[src/rtl/stopwatch_sec_min_ctrl.sv]
// Seconds/minutes BCD stage and start/pause/clear/lap control for the stopwatch.
// Define STOPWATCH_BLINK_EN to drive dp_out from the centisecond phase.
module stopwatch_sec_min_ctrl #(
   parameter logic [7:0] MIN_MAX     = 8'h59,
   parameter bit         HOLD_ON_OVF = 1'b1
) (
   input  logic        clk,
   input  logic        reset_n,
   input  logic        btn_start,
   input  logic        btn_lap,
   input  logic        btn_clear,
   input  logic [7:0]  cs_bcd,
   input  logic        cs_carry_tgl,
   output logic        run_en,
   output logic        cnt_clr,
   output logic [15:0] disp_bcd,
   output logic        lap_active,
   output logic        ovf,
   output logic        dp_out
);

   typedef enum logic [1:0] {
      S_IDLE,
      S_RUN,
      S_PAUSE
   } state_e;

   state_e      state_q, state_d;
   logic        start_q, lap_q, clear_q, tgl_q;
   logic [7:0]  sec_q, sec_d;
   logic [7:0]  min_q, min_d;
   logic        ovf_q, ovf_d;
   logic        lap_q2, lap_d;
   logic [15:0] snap_q, snap_d;
   logic [15:0] disp_q, disp_d;
   logic        run_q, clr_q, clr_d;

   logic        start_rise, lap_rise, clear_rise, carry_evt;
   logic        count;
   logic [15:0] live;

   function automatic logic [7:0] bcd_inc(input logic [7:0] v);
      logic [3:0] tens;
      if (v[3:0] == 4'd9) begin
         tens = (v[7:4] == 4'd9) ? 4'd0 : v[7:4] + 4'd1;
         return {tens, 4'd0};
      end
      return {v[7:4], v[3:0] + 4'd1};
   endfunction

   assign start_rise = btn_start & ~start_q;
   assign lap_rise   = btn_lap & ~lap_q;
   assign clear_rise = btn_clear & ~clear_q;
   assign carry_evt  = cs_carry_tgl ^ tgl_q;

   assign live = (min_q == 8'h00) ? {sec_q, cs_bcd}
                                  : {min_q, sec_q};

   always_comb begin
      state_d = state_q;
      sec_d   = sec_q;
      min_d   = min_q;
      ovf_d   = ovf_q;
      lap_d   = lap_q2;
      snap_d  = snap_q;
      clr_d   = 1'b0;
      count   = 1'b0;
      case (state_q)
         S_IDLE: begin
            if (start_rise) state_d = S_RUN;
         end
         S_RUN: begin
            count = carry_evt;
            if (start_rise) begin
               state_d = S_PAUSE;
            end else if (lap_rise) begin
               lap_d = ~lap_q2;
               if (!lap_q2) snap_d = live;
            end
         end
         S_PAUSE: begin
            if (clear_rise) begin
               state_d = S_IDLE;
               clr_d   = 1'b1;
               sec_d   = 8'h00;
               min_d   = 8'h00;
               ovf_d   = 1'b0;
               lap_d   = 1'b0;
            end else if (start_rise) begin
               state_d = S_RUN;
            end else if (lap_rise) begin
               lap_d = 1'b0;
            end
         end
         default: state_d = S_IDLE;
      endcase
      // Counting happens only in RUN, so it never collides with clear.
      if (count) begin
         if (min_q == MIN_MAX && sec_q == 8'h59) begin
            ovf_d = 1'b1;
            if (!HOLD_ON_OVF) begin
               sec_d = 8'h00;
               min_d = 8'h00;
            end
         end else if (sec_q == 8'h59) begin
            sec_d = 8'h00;
            min_d = bcd_inc(min_q);
         end else begin
            sec_d = bcd_inc(sec_q);
         end
      end
      disp_d = lap_d ? snap_d : live;
   end

   always_ff @(posedge clk or negedge reset_n) begin
      if (!reset_n) begin
         state_q <= S_IDLE;
         start_q <= 1'b0;
         lap_q   <= 1'b0;
         clear_q <= 1'b0;
         tgl_q   <= 1'b0;
         sec_q   <= 8'h00;
         min_q   <= 8'h00;
         ovf_q   <= 1'b0;
         lap_q2  <= 1'b0;
         snap_q  <= 16'h0000;
         disp_q  <= 16'h0000;
         run_q   <= 1'b0;
         clr_q   <= 1'b0;
      end else begin
         state_q <= state_d;
         start_q <= btn_start;
         lap_q   <= btn_lap;
         clear_q <= btn_clear;
         tgl_q   <= cs_carry_tgl;
         sec_q   <= sec_d;
         min_q   <= min_d;
         ovf_q   <= ovf_d;
         lap_q2  <= lap_d;
         snap_q  <= snap_d;
         disp_q  <= disp_d;
         run_q   <= (state_d == S_RUN);
         clr_q   <= clr_d;
      end
   end

`ifdef STOPWATCH_BLINK_EN
   logic dp_q, dp_d, cs_low;

   assign cs_low = (cs_bcd < 8'h50);

   always_comb begin
      dp_d = 1'b1;
      if (state_d == S_RUN) dp_d = lap_d ? ~cs_low : cs_low;
   end

   always_ff @(posedge clk or negedge reset_n) begin
      if (!reset_n) dp_q <= 1'b1;
      else          dp_q <= dp_d;
   end

   assign dp_out = dp_q;
`else
   assign dp_out = 1'b1;
`endif

   assign run_en     = run_q;
   assign cnt_clr    = clr_q;
   assign disp_bcd   = disp_q;
   assign lap_active = lap_q2;
   assign ovf        = ovf_q;

endmodule

[config.mk]
export PLATFORM = sky130hd
export DESIGN_NAME = stopwatch_sec_min_ctrl
export DESIGN_NICKNAME = d
export VERILOG_FILES = /design/src/rtl/stopwatch_sec_min_ctrl.sv
export SDC_FILE = /design/constraint.sdc
export NUM_CORES = 1
export LEC_CHECK = 0
export CAP_MARGIN = 20
export CORE_MARGIN = 10
export CORE_UTILIZATION = 50
export CTS_CLUSTER_DIAMETER = 200
export CTS_CLUSTER_SIZE = 30
export DETAILED_ROUTE_END_ITERATION = 6
export GPL_TIMING_DRIVEN = 0
export PLACE_DENSITY = 0.73
export SYNTH_ARGS = -nofsm -noshare
export SYNTH_HDL_FRONTEND = slang
export SYNTH_SLANG_ARGS = --single-unit
[constraint.sdc]
create_clock -name clk -period 5.9 [get_ports clk]
set_clock_uncertainty 0.05 [all_clocks]
set_input_delay 0.885 -clock clk [delete_from_list [all_inputs] [get_ports clk]]
set_output_delay 0.885 -clock clk [all_outputs]
set_load 0.02 [all_outputs]
---- Word level (Yosys, flattened, before mapping) ----
Index checks and enable logic that the tools add are counted.
operators by class
  $add $sub $neg .......................... 4
  $mul .................................... 0
  div/mod/pow operators ................... 0
  $lt $le $gt $ge ......................... 0
  equality and inequality tests ........... 11
  shifts and indexed selects .............. 0
  mux-type cells .......................... 47
  bitwise gates (word level) .............. 8
  reduce and logical (&&, ||, !) cells .... 3
operators with widths
  kind                   number
  $mux W8                14
  $mux W16               6
  $mux W1                20
  $add A4 B1 Y4 const B  4
  $eq A4 B4 Y1 const B   4
  $eq A8 B7 Y1 const B   2
  $logic_not A8 Y1       1
  $mux W4                2
  $mux W2                3
  $pmux W2 S3            1
  $eq A2 B1 Y1 const B   2
  $ne A4 B1 Y1 const B   1
  $ne A4 B2 Y1 const B   1
  $not A1 Y1             4
  $and A1 B1 Y1          3
  $eq A2 B2 Y1 const B   1
  $logic_not A2 Y1       1
  $pmux W1 S2            1
  $logic_and A1 B1 Y1    1
  $xor A1 B1 Y1          1
storage, ports and cells
  flip-flop bits (word level) ............. 58
  bits in latches ......................... 0
  memory bits (writable) .................. 0
  ROM bits ................................ 0
  bits of input ports ..................... 14
  output and inout bits ................... 21
  word-level logic and storage cells ...... 88
  memories ................................ 0

---- Depth between registers and ports, before layout ----
Gate-level depths: netlist of the first run.
  word-level depth ........................ 9
  depth in mapped cells ................... 9
  depth with buffers taken out ............ 8

---- Worst setup path after synthesis of the first run ----
Ideal clock, no wire load.
  path type ............................... input port to flip-flop
  start point ............................. input btn_lap
  end point ............................... register disp_q[14], in the netlist disp_bcd[14]
  library setup time ...................... 79 ps
  arrival ................................. 2151 ps
  data required time ...................... 5771 ps
  path slack .............................. 3620 ps
  cell stages on the path ................. 7
  path buffers ............................ 1
  cell sequence ........................... nand2b_1 > ha_1 > nand3b_1 > a21boi_1 > o31ai_4 > buf_12 > mux2i_1
on the way
  cells in the longest elaborated chain, start to end .. 6
  elaborated cells between the ends (all ways) .. 11
  classes of those cells .................. mux: 10; bitwise: 1
ends and longest elaborated chain
  item                    line  source
  start: declaration      10    input logic btn_lap,
  $and A1 B1 Y1 *         52    assign lap_rise = btn_lap & ~lap_q;
  $mux W1                 91    end else if (lap_rise) begin
  $mux W1                 89    end else if (start_rise) begin
  $mux W1                 82    if (clear_rise) begin
  $pmux W1 S2             68    case (state_q)
  $mux W16 *              112   disp_d = lap_d ? snap_d : live;
  net disp_d[14]          35    logic [15:0] disp_q, disp_d;
  end signal: assignment  141   disp_q <= disp_d;
  end: declaration        35
Mark *: on every way through the listed nets, which the timed path passes. The rest lies on a longest branch.
A chain may end at the register's enable or synchronous reset.

---- Worst setup path after layout of the first run ----
Same ends and word-level chain as after synthesis.

==> key figures, run 1 <==
Clock network
  – Num CTS Buffers: 9
  – Clock sink total: 58
  – Hold_buf cts: 0
  – Clock buffer depth: 2
  – Gates resized, CTS repair: 0
  – CTS tree: done
  – CTS clk-pin slew, worst paths: 0.07 ns
  – H-tree levels: 3
  – Post-CTS setup buffer count: 0
  – Clock root cell: clkbuf_8
  – Worst-Skew Late Latency: 0.34 ns

Layout
  – Area growth syn-to-layout: 22.4%
  – Share of layout cells above drive strength 1: 0.108
  – Multi-input logic area: 1270 um^2
  – # fillers: 478
  – FF/Latch Area: 1450 um^2
  – Final #Nets: 353
  – Antenna cells: 0

GRT
  – GRT Resource Usage Total: 0.140
  – Number of antenna violations at the first check in global routing: 0
  – Vias in the first global route: 2131
  – Largest net degree at the start of global routing: 31
  – Grt ovf: 0
  – First-pass GRT wire length: 10100 um

STA
  – Worst slew pin tran: 0.682 ns
  – Fmax achieved: 376 MHz
  – Final Cycle Share: 0.451
  – Final hold vios: 0
  – Minimum clock period: 2.66 ns
  – Endpoints failing setup: 0
  – Worst slew margin: 0.545
  – Setup TNS: 0 ns
  – Hold_ws: 0.432 ns
  – RSZ-0062 raised after global routing: false
  – Pins Over Slew Limit: 0

Synthesis
  – Synth Area per Inst: 10.3 um^2
  – Ys Warns: 0
  – Top FF cell, synth: dfrtp_1
  – Register bit total from synthesis: 58
  – Netlist cell types: 51
  – Post-synthesis sequential area ratio: 0.499
  – Post-synth EDFFs: 0
  – Fraction of registers with async set/reset: 1.00
  – Area share of the largest cell type after synthesis: 0.499
  – Mapped Nets: 308
  – Most frequent cell after synthesis: dfrtp_1
  – Cell taking the most area after synthesis: dfrtp_1
  – Commonest cells in the netlist: dfrtp_1, nand2_1, inv_1
  – Mapped Area: 2910 um^2
  – Syn Inst Count: 282
  – Largest cells by area after synthesis: dfrtp_1, mux2i_1, ha_1, nand2_1, inv_1

Drt
  – Vias post-DR: 2132
  – Antenna viol nets, final: 0
  – Routed len/inst: 14.8 um
  – DRT Wirelength: 6000 um
  – Iteration-0 DRC Markers: 82
  – Drt drc: 0
  – 1st-pass router iterations: 4
  – Vias per inst: 5.28

Pwr
  – Max VDD drop: 0.262 mV
  – Pwr Total: 1.55 mW
  – Leak: 1.72 nW
  – Pwr dens: 435 nW/um^2

Critical path
  – FF-to-FF Start: state_q[0]
  – CP arrival: 2.86 ns
  – Critical Path Source: btn_lap
  – Crit path max fanout: 10
  – CP Class: input pin to flip-flop
  – Worst setup EP type: flip-flop
  – Required @ worst endpoint: 6.10 ns
  – Startpoint Class: input pin

Worst hold path
  – Critical hold path startpoint: snap_q[1]
  – Worst min path class: flip-flop to flip-flop

Place
  – GPL Wtd Cong: 0.844
  – Port Buffer Count: 33
  – Post-DP HPWL: 4410 um

Floorplan
  – Starting density of the core: 0.522
  – Core Area: 5570 um^2
  – I/O pin total: 35
  – Die Y: 96.3 um
  – Rows: 27
  – Die area: 9270 um^2
  – Die W: 96.3 um

Outcome
  – Status: completed

Run
  – Max Cap Viol: 0
cell type report:
cell class / count / share of cell area
buffer: 13 / 0.0218
clock inverter: 6 / 0.0225
sequential: 58 / 0.407
inverter: 29 / 0.0305
multi-input combinational: 182 / 0.357
clock buffer: 10 / 0.0386
timing repair buffer: 34 / 0.0969
tap: 72 / 0.0253
layer usage:
layer  up-vias  GRT usage  wire, um
li1       1049          -         -
met1      1037      0.173      2750
met2        37      0.223      2820
met3         9     0.0420       335
met4         0     0.0593        88
met5         -          0         0
registers in the layout, indices dropped and copies added (netlist names), 2 cells and up:
register / flops
state_q: 2
disp_bcd: 16
min_q: 8
snap_q: 16
sec_q: 8
layout by cell type, fill, tap and decap left out, drive strengths merged, types with 2 or more instances in the layout:
| master | n |
|---|---|
| a211oi | 2 |
| a21boi | 2 |
| a21o | 2 |
| a21oi | 6 |
| a31oi | 3 |
| a41oi | 3 |
| and3b | 3 |
| buf | 11 |
| bufinv | 2 |
| clkbuf | 14 |
| clkdlybuf4s50 | 32 |
| clkinv | 5 |
| dfrtp | 58 |
| ha | 12 |
| inv | 28 |
| mux2i | 26 |
| nand2 | 32 |
| nand2b | 7 |
| nand3 | 9 |
| nand3b | 2 |
| nand4 | 2 |
| nor2 | 6 |
| nor2b | 4 |
| nor3 | 3 |
| nor3b | 3 |
| o211ai | 2 |
| o21ai | 30 |
| o2bb2ai | 2 |
| or3 | 2 |
| xor2 | 5 |
logic make-up after synthesis:
kind of cell,Yosys count,synth area share
compound gates,59,0.133
xor+xnor,6,0.0181
fa+ha+maj,12,0.0516
buf+inv,42,0.0641
flops,58,0.499
mux,26,0.0894
other cells,1,0.00129
simple gates,78,0.144
metrics by stage:
| step | instances | cell area, um^2 | setup WS, ns | utilization |
|---|---|---|---|---|
| 2_1_floorplan | 282 | 2910 | 3.62 | - |
| 3_3_place_gp | 387 | 3330 | 2.06 | 0.598 |
| 3_5_place_dp | 388 | 3350 | 2.90 | 0.600 |
| 4_1_cts | 404 | 3560 | 3.25 | 0.639 |
| 5_1_grt | 404 | 3560 | 3.11 | 0.639 |
| 6_report | 404 | 3560 | 3.24 | 0.639 |
power by group:
part           internal [mW]  total (mW)  switching (mW)
combinational          0.256       0.562           0.306
sequential             0.508       0.584          0.0752
clock                  0.246       0.406           0.160
worst paths after layout:
| path | depth (start not counted) | slack (ns) | endpoint |
|---|---|---|---|
| worst min-delay path | 2 | 0.43 | snap_q[1] |
| max in group asynchronous | 2 | 4.68 | min_q[2] |
| worst max register to register | 7 | 3.73 | disp_bcd[14] |
| worst max-delay path | 8 | 3.24 | disp_bcd[14] |
| worst min register to register | 2 | 0.43 | snap_q[1] |
| min in group asynchronous | 1 | 0.53 | disp_bcd[1] |
worst max-delay path: stages:
cell,delay (ns)
clkdlybuf4s50_1,0.48
nand2b_1,0.07
ha_1,0.26
nand3b_1,0.09
a21boi_1,0.11
o31ai_4,0.50
buf_12,0.22
mux2i_1,0.23
Power figures use the tool's default switching activity.
==> run 2: changes to the inputs <==
--- a/config.mk
+++ b/config.mk
@@ -12,7 +12,7 @@
 export CTS_CLUSTER_SIZE = 30
 export DETAILED_ROUTE_END_ITERATION = 6
 export GPL_TIMING_DRIVEN = 0
-export PLACE_DENSITY = 0.73
+export PLACE_DENSITY = 0.76
 export SYNTH_ARGS = -nofsm -noshare
 export SYNTH_HDL_FRONTEND = slang
 export SYNTH_SLANG_ARGS = --single-unit
==> constraint.sdc (replaced) <==
create_clock -name clk -period 2.4 [get_ports clk]
set_clock_uncertainty 0.05 [all_clocks]
set_input_delay 0.36 -clock clk [delete_from_list [all_inputs] [get_ports clk]]
set_output_delay 0.36 -clock clk [all_outputs]
set_load 0.02 [all_outputs]
==> key figures, run 2 (synthesized netlist as in run 1, its figures left out) <==
GRT
  – GRT Resource Usage Total: 0.138 (was 0.140)
  – First-pass GRT wire length: 9930 um (was 10100 um)
  – Number of antenna violations at the first check in global routing: 0 (unchanged)
  – Largest net degree at the start of global routing: 33 (was 31)
  – Vias in the first global route: 2127 (was 2131)
  – Grt ovf: 0 (unchanged)

Drt
  – Vias post-DR: 2159 (was 2132)
  – Antenna viol nets, final: 0 (unchanged)
  – DRT Wirelength: 5950 um (was 6000 um)
  – Drt drc: 0 (unchanged)
  – Iteration-0 DRC Markers: 117 (was 82)
  – Vias per inst: 5.33 (was 5.28)
  – Routed len/inst: 14.7 um (was 14.8 um)
  – 1st-pass router iterations: 4 (unchanged)

Clock network
  – Hold_buf cts: 1 (was 0)
  – Clock sink total: 58 (unchanged)
  – CTS clk-pin slew, worst paths: 0.06 ns (was 0.07 ns)
  – Worst-Skew Late Latency: 0.34 ns (about the same)
  – Post-CTS setup buffer count: 0 (unchanged)
  – Num CTS Buffers: 9 (unchanged)
  – Gates resized, CTS repair: 0 (unchanged)
  – CTS tree: done (unchanged)
  – Clock buffer depth: 2 (unchanged)
  – Clock root cell: clkbuf_8 (unchanged)
  – H-tree levels: 3 (unchanged)

Critical path
  – CP delay by family, top: buffers and inverters (unchanged)
  – Crit path max fanout: 10 (unchanged)
  – Crit path buf inv count: 3 (was 2)
  – Crit-path max cell delay: 0.40 ns (was 0.50 ns)
  – Required @ worst endpoint: 2.60 ns (was 6.10 ns)
  – Critical-path top delay cell: dfrtp_1 (was o31ai_4)
  – Worst reg-to-reg setup slack: 0.21 ns (was 3.73 ns)
  – Worst-path cell chain: inv_1 > ha_1 > nand2_1 > or3_1 > buf_2 > o31ai_4 > buf_12 > mux2i_1 (was clkdlybuf4s50_1 > nand2b_1 > ha_1 > nand3b_1 > a21boi_1 > o31ai_4 > buf_12 > mux2i_1)
  – CP Class: flip-flop to flip-flop (was input pin to flip-flop)
  – Startpoint Class: flip-flop (was input pin)
  – Worst setup EP type: flip-flop (unchanged)
  – CP arrival: 2.39 ns (was 2.86 ns)

STA
  – Pins Over Slew Limit: 0 (unchanged)
  – RSZ-0062 raised after global routing: false (unchanged)
  – Final hold vios: 0 (unchanged)
  – Worst slew margin: 0.593 (was 0.545)
  – Fmax achieved: 456 MHz
  – Endpoints failing setup: 0 (unchanged)
  – Worst slew pin tran: 0.611 ns (was 0.682 ns)
  – Hold_ws: 0.436 ns (was 0.432 ns)
  – Minimum clock period: 2.19 ns
  – Final Cycle Share: 0.913

Pwr
  – P_int: 2.55 mW (was 1.01 mW)
  – Pwr dens: 1080 nW/um^2 (was 435 nW/um^2)
  – Clock group share of total power: 0.272 (was 0.262)
  – Comb pwr share: 0.358 (was 0.362)
  – Seq pwr share: 0.370 (was 0.376)
  – NetSw: 1.35 mW (was 541 uW)
  – Net Sw Frac: 0.346 (was 0.349)
  – Leak: 1.73 nW (was 1.72 nW)
  – Max VDD drop: 0.707 mV (was 0.262 mV)

Floorplan
  – Core Area: 5570 um^2 (unchanged)
  – I/O pin total: 35 (unchanged)
  – Die W: 96.3 um (unchanged)
  – Rows: 27 (unchanged)
  – Die area: 9270 um^2 (unchanged)
  – Die Y: 96.3 um (unchanged)
  – Starting density of the core: 0.522 (unchanged)

Layout
  – Antenna cells: 0 (unchanged)
  – Share of layout cells above drive strength 1: 0.108 (about the same)
  – Most frequent cells in the layout: dfrtp_1, clkdlybuf4s50_1, nand2_1, inv_1, mux2i_1 (unchanged)
  – # fillers: 451 (was 478)
  – Final #Nets: 354 (was 353)
  – Finished Core Util: 0.645 (was 0.639)
  – Area growth syn-to-layout: 23.5% (was 22.4%)
  – Non-filler cells, final: 405 (was 404)
  – Multi-input logic area: 1270 um^2 (unchanged)
  – FF/Latch Area: 1450 um^2 (unchanged)
  – Most common cell after layout, fill and taps aside: dfrtp_1 (unchanged)

Outcome
  – Status: completed (unchanged)

Place
  – Port Buffer Count: 33 (unchanged)
  – GPL Wtd Cong: 0.845 (was 0.844)
  – Post-DP HPWL: 4330 um (was 4410 um)
  – Cell total after placement: 388 (unchanged)

Worst hold path
  – Worst min path class: flip-flop to flip-flop (unchanged)

Run
  – Max Cap Viol: 0 (unchanged)
[run 2: changes by cell type in the layout (fill, tap and decap cells not counted), sizes merged]
cell,delta
dlygate4sd3,+1
clkbuf,+2
clkinv,-3
clkinvlp,+1
[run 2: final cells by class]
cell class                      count  area share
Sequential cell                    58       0.404
Multi-Input combinational cell    182       0.354
Timing Repair Buffer               35      0.0989
Clock buffer                       12      0.0460
Inverter                           29      0.0303
Tap cell                           72      0.0251
Buffer                             13      0.0216
Clock inverter                      4      0.0202
[run 2: worst paths after layout]
check,endpoint,from,cells past startpoint
hold / removal,snap_q[5],snap_q[5],2
max in group asynchronous,state_q[1],reset_n,3
setup reg to reg,disp_bcd[14],state_q[1],8
min in group asynchronous,disp_bcd[3],reset_n,2
setup / recovery,disp_bcd[14],state_q[1],8
hold reg to reg,snap_q[5],snap_q[5],2
[run 2: power by group through the flow]
stage	Clock (mW)	Combinational, mW	Sequential, mW
3_3_place_gp	0	1.35	1.44
4_1_cts	1.08	1.41	1.44
2_1_floorplan	0	0.815	1.54
3_5_place_dp	0	1.40	1.46
5_1_grt	1.13	1.55	1.48
6_report	1.06	1.39	1.44
[run 2: worst reg2reg max path: stages (launching register included)]
cell,delay [ns]
dfrtp_1,0.40
inv_1,0.13
ha_1,0.29
nand2_1,0.12
or3_1,0.36
buf_2,0.17
o31ai_4,0.16
buf_12,0.22
mux2i_1,0.21
[run 2: per-layer routing]
metal,routed length [um],GRT usage,vias to the layer above
li1,-,-,1061
met1,2700,0.165,1038
met2,2810,0.229,48
met3,319,0.0311,12
met4,119,0.0690,0
met5,0,0,-
[run 2: metrics by stage]
step	power [mW]	setup TNS [ns]	setup slack, ns	cell area (um^2)
CTS	3.93	0	0.210	3590
detailed placement	2.86	-0.391	-0.0723	3350
global placement	2.79	-52.51	-0.905	3330
floorplan	2.36	0	0.510	2910
finish	3.90	0	0.209	3590
global route	4.15	0	0.0699	3590
==> RTL edit (settings of run 1) <==
The parameter `MIN_MAX` goes from 8'h59 to 8'h42.
--- a/src/rtl/stopwatch_sec_min_ctrl.sv
+++ b/src/rtl/stopwatch_sec_min_ctrl.sv
@@ -3,3 +3,3 @@
 module stopwatch_sec_min_ctrl #(
-   parameter logic [7:0] MIN_MAX     = 8'h59,
+   parameter logic [7:0] MIN_MAX     = 8'h42,
    parameter bit         HOLD_ON_OVF = 1'b1
Behaviour: no difference found for any inputs over 10 cycles, from zero or initial values and one cycle with reset_n low; that may be too few to reach the edited logic, so the function may still have changed.
==> RTL edit against run 1 <==
Power down 1.6%; largest cell class unchanged; sequential share of layout area down 0.16 points; combinational power up 3%; design area up 0.39%; worst setup slack worse by 0.0071 ns; routed wire length down 4.3%; cell count down 1.2%; via count down 1.8%; area after synthesis up 0.95%; critical endpoint is now disp_bcd[11]; sequential cell count unchanged; largest power group is now combinational logic.
==> RTL edit: results (changes against run 1) <==
detail_route.first_pass.iterations: 4  # unchanged
synthesis.nets: 304  # was 308
synthArstFlopShare: 1.000  # unchanged
detail_route.iter0.violations: 83  # was 82
seq_area_frac_synth: 0.4940  # was 0.4987
synth_cell_type_count: 54  # was 51
synth-main-ff-cell: "dfrtp_1"  # unchanged
cts_max_level: 3  # unchanged
routed_wl_um: 5740  # was 5996 um
clock_latency_ns: 0.33
numCtsBuffers: 9  # unchanged
slowest_delay_ns: 0.50  # about the same
largest_net_degree_at_the_start_of_global_routing: 37  # was 31
weighted_congestion_at_the_end_of_routability_driven_global_placement: 0.8713  # was 0.8441
cts.path.max_buffers: 2  # unchanged
worstHoldPathType: "reg -> reg"  # unchanged
grt_first_pass_wirelength_um: 10070  # was 10060 um
cellLeakagePower_nw: 1.707  # was 1.723 nW
cts-root-buf: "clkbuf_8"  # unchanged
place_ws_ns: 2.909  # was 2.896 ns
drive_gt1_frac: 0.1162  # was 0.1084
worst-path-max-fanout: 10  # unchanged
post_synth_main_area_contributors: "dfrtp_1 (49%), mux2i_1 (9.2%), ha_1 (5.1%), inv_1 (4.1%), nand2_1 (4.0%)"  # was dfrtp_1 (50%), mux2i_1 (8.9%), ha_1 (5.2%), nand2_1 (3.9%), inv_1 (3.6%)
grt_use_total: 0.1271  # was 0.1399
first_global_vias: 2101  # was 2131
worstMarginPinSlew_ns: 0.5732  # was 0.6822 ns
synth_top_cells_by_count: "dfrtp_1 (58), inv_1 (32), nand2_1 (31)"  # was dfrtp_1 (58), nand2_1 (30), inv_1 (28)
final_net_count: 349  # was 353
max-vdd-ir-drop_mv: 0.2743  # was 0.2617 mV
place.detailed.hpwl_um: 4280  # was 4406 um
avgViaCountPerCell: 5.246  # was 5.277
number_of_buffers_added_for_setup_after_cts: 0  # unchanged
port_buffer_cells: 33  # unchanged
antenna_violations_before_repair: 0  # unchanged
status: "finished, final reports clean"  # unchanged
==> RTL edit: path summary, 6_finish.rpt <==
path	slack [ns]	cells past startpoint	end	startpoint
min reg2reg	0.43	2	snap_q[5]	snap_q[5]
max in group asynchronous	4.75	2	min_q[2]	reset_n
min in group asynchronous	0.48	1	disp_bcd[3]	reset_n
min	0.43	2	snap_q[5]	snap_q[5]
max	3.23	8	disp_bcd[11]	btn_lap
max reg2reg	3.72	7	min_q[4]	sec_q[1]
==> RTL edit: worst max-delay path: cells and delay by family <==
kind	cells	cell delay, ns
mux	1	0.21
buf+inv	2	0.70
simple gates	2	0.18
compound gates	2	0.61
fa+ha+maj	1	0.27
==> RTL edit: per-layer routing <==
layer	routed length, um	vias up	GRT usage
li1	-	1040	-
met1	2668	1004	0.1598
met2	2661	40	0.1943
met3	329	9	0.04471
met4	80	0	0.04961
met5	0	-	0
==> RTL edit: stage by stage <==
stage	std cells	utilization	instance area, sq um	power [mW]
after detailed placement	384	0.6015	3373	1.163
final	399	0.6379	3577	1.526
after CTS	399	0.6379	3577	1.544
after global placement	383	0.5988	3358	1.141
after floorplan	278	-	2938	0.9741
after global routing	399	0.6379	3577	1.632
==> RTL edit: power breakdown <==
part | switching (mW) | internal [mW] | total, mW
Sequential | 0.0675 | 0.503 | 0.570
Clock | 0.150 | 0.227 | 0.377
Combinational | 0.315 | 0.264 | 0.579
==> RTL edit: cell type report <==
type	instances	area, sq um
fillers	463	2031
flip-flops and latches	58	1451
multi-input cells	178	1304
repair buffers	34	345.3
clock buffers	13	168.9
inverters	33	123.9
well taps	72	90.09
plain buffers	9	58.81
clock inverters	2	35.03
==> RTL edit: cells by family after synthesis <==
logic type | Yosys count | synth area share
AOI/OAI and AO/OA | 58 | 0.1295
muxes | 30 | 0.1048
other | 1 | 0.001276
xor gates and xnor gates | 4 | 0.01193
buffers and inverters | 42 | 0.06218
DFF | 58 | 0.4940
adders and majority gates | 12 | 0.05111
and+or+nand+nor | 73 | 0.1452
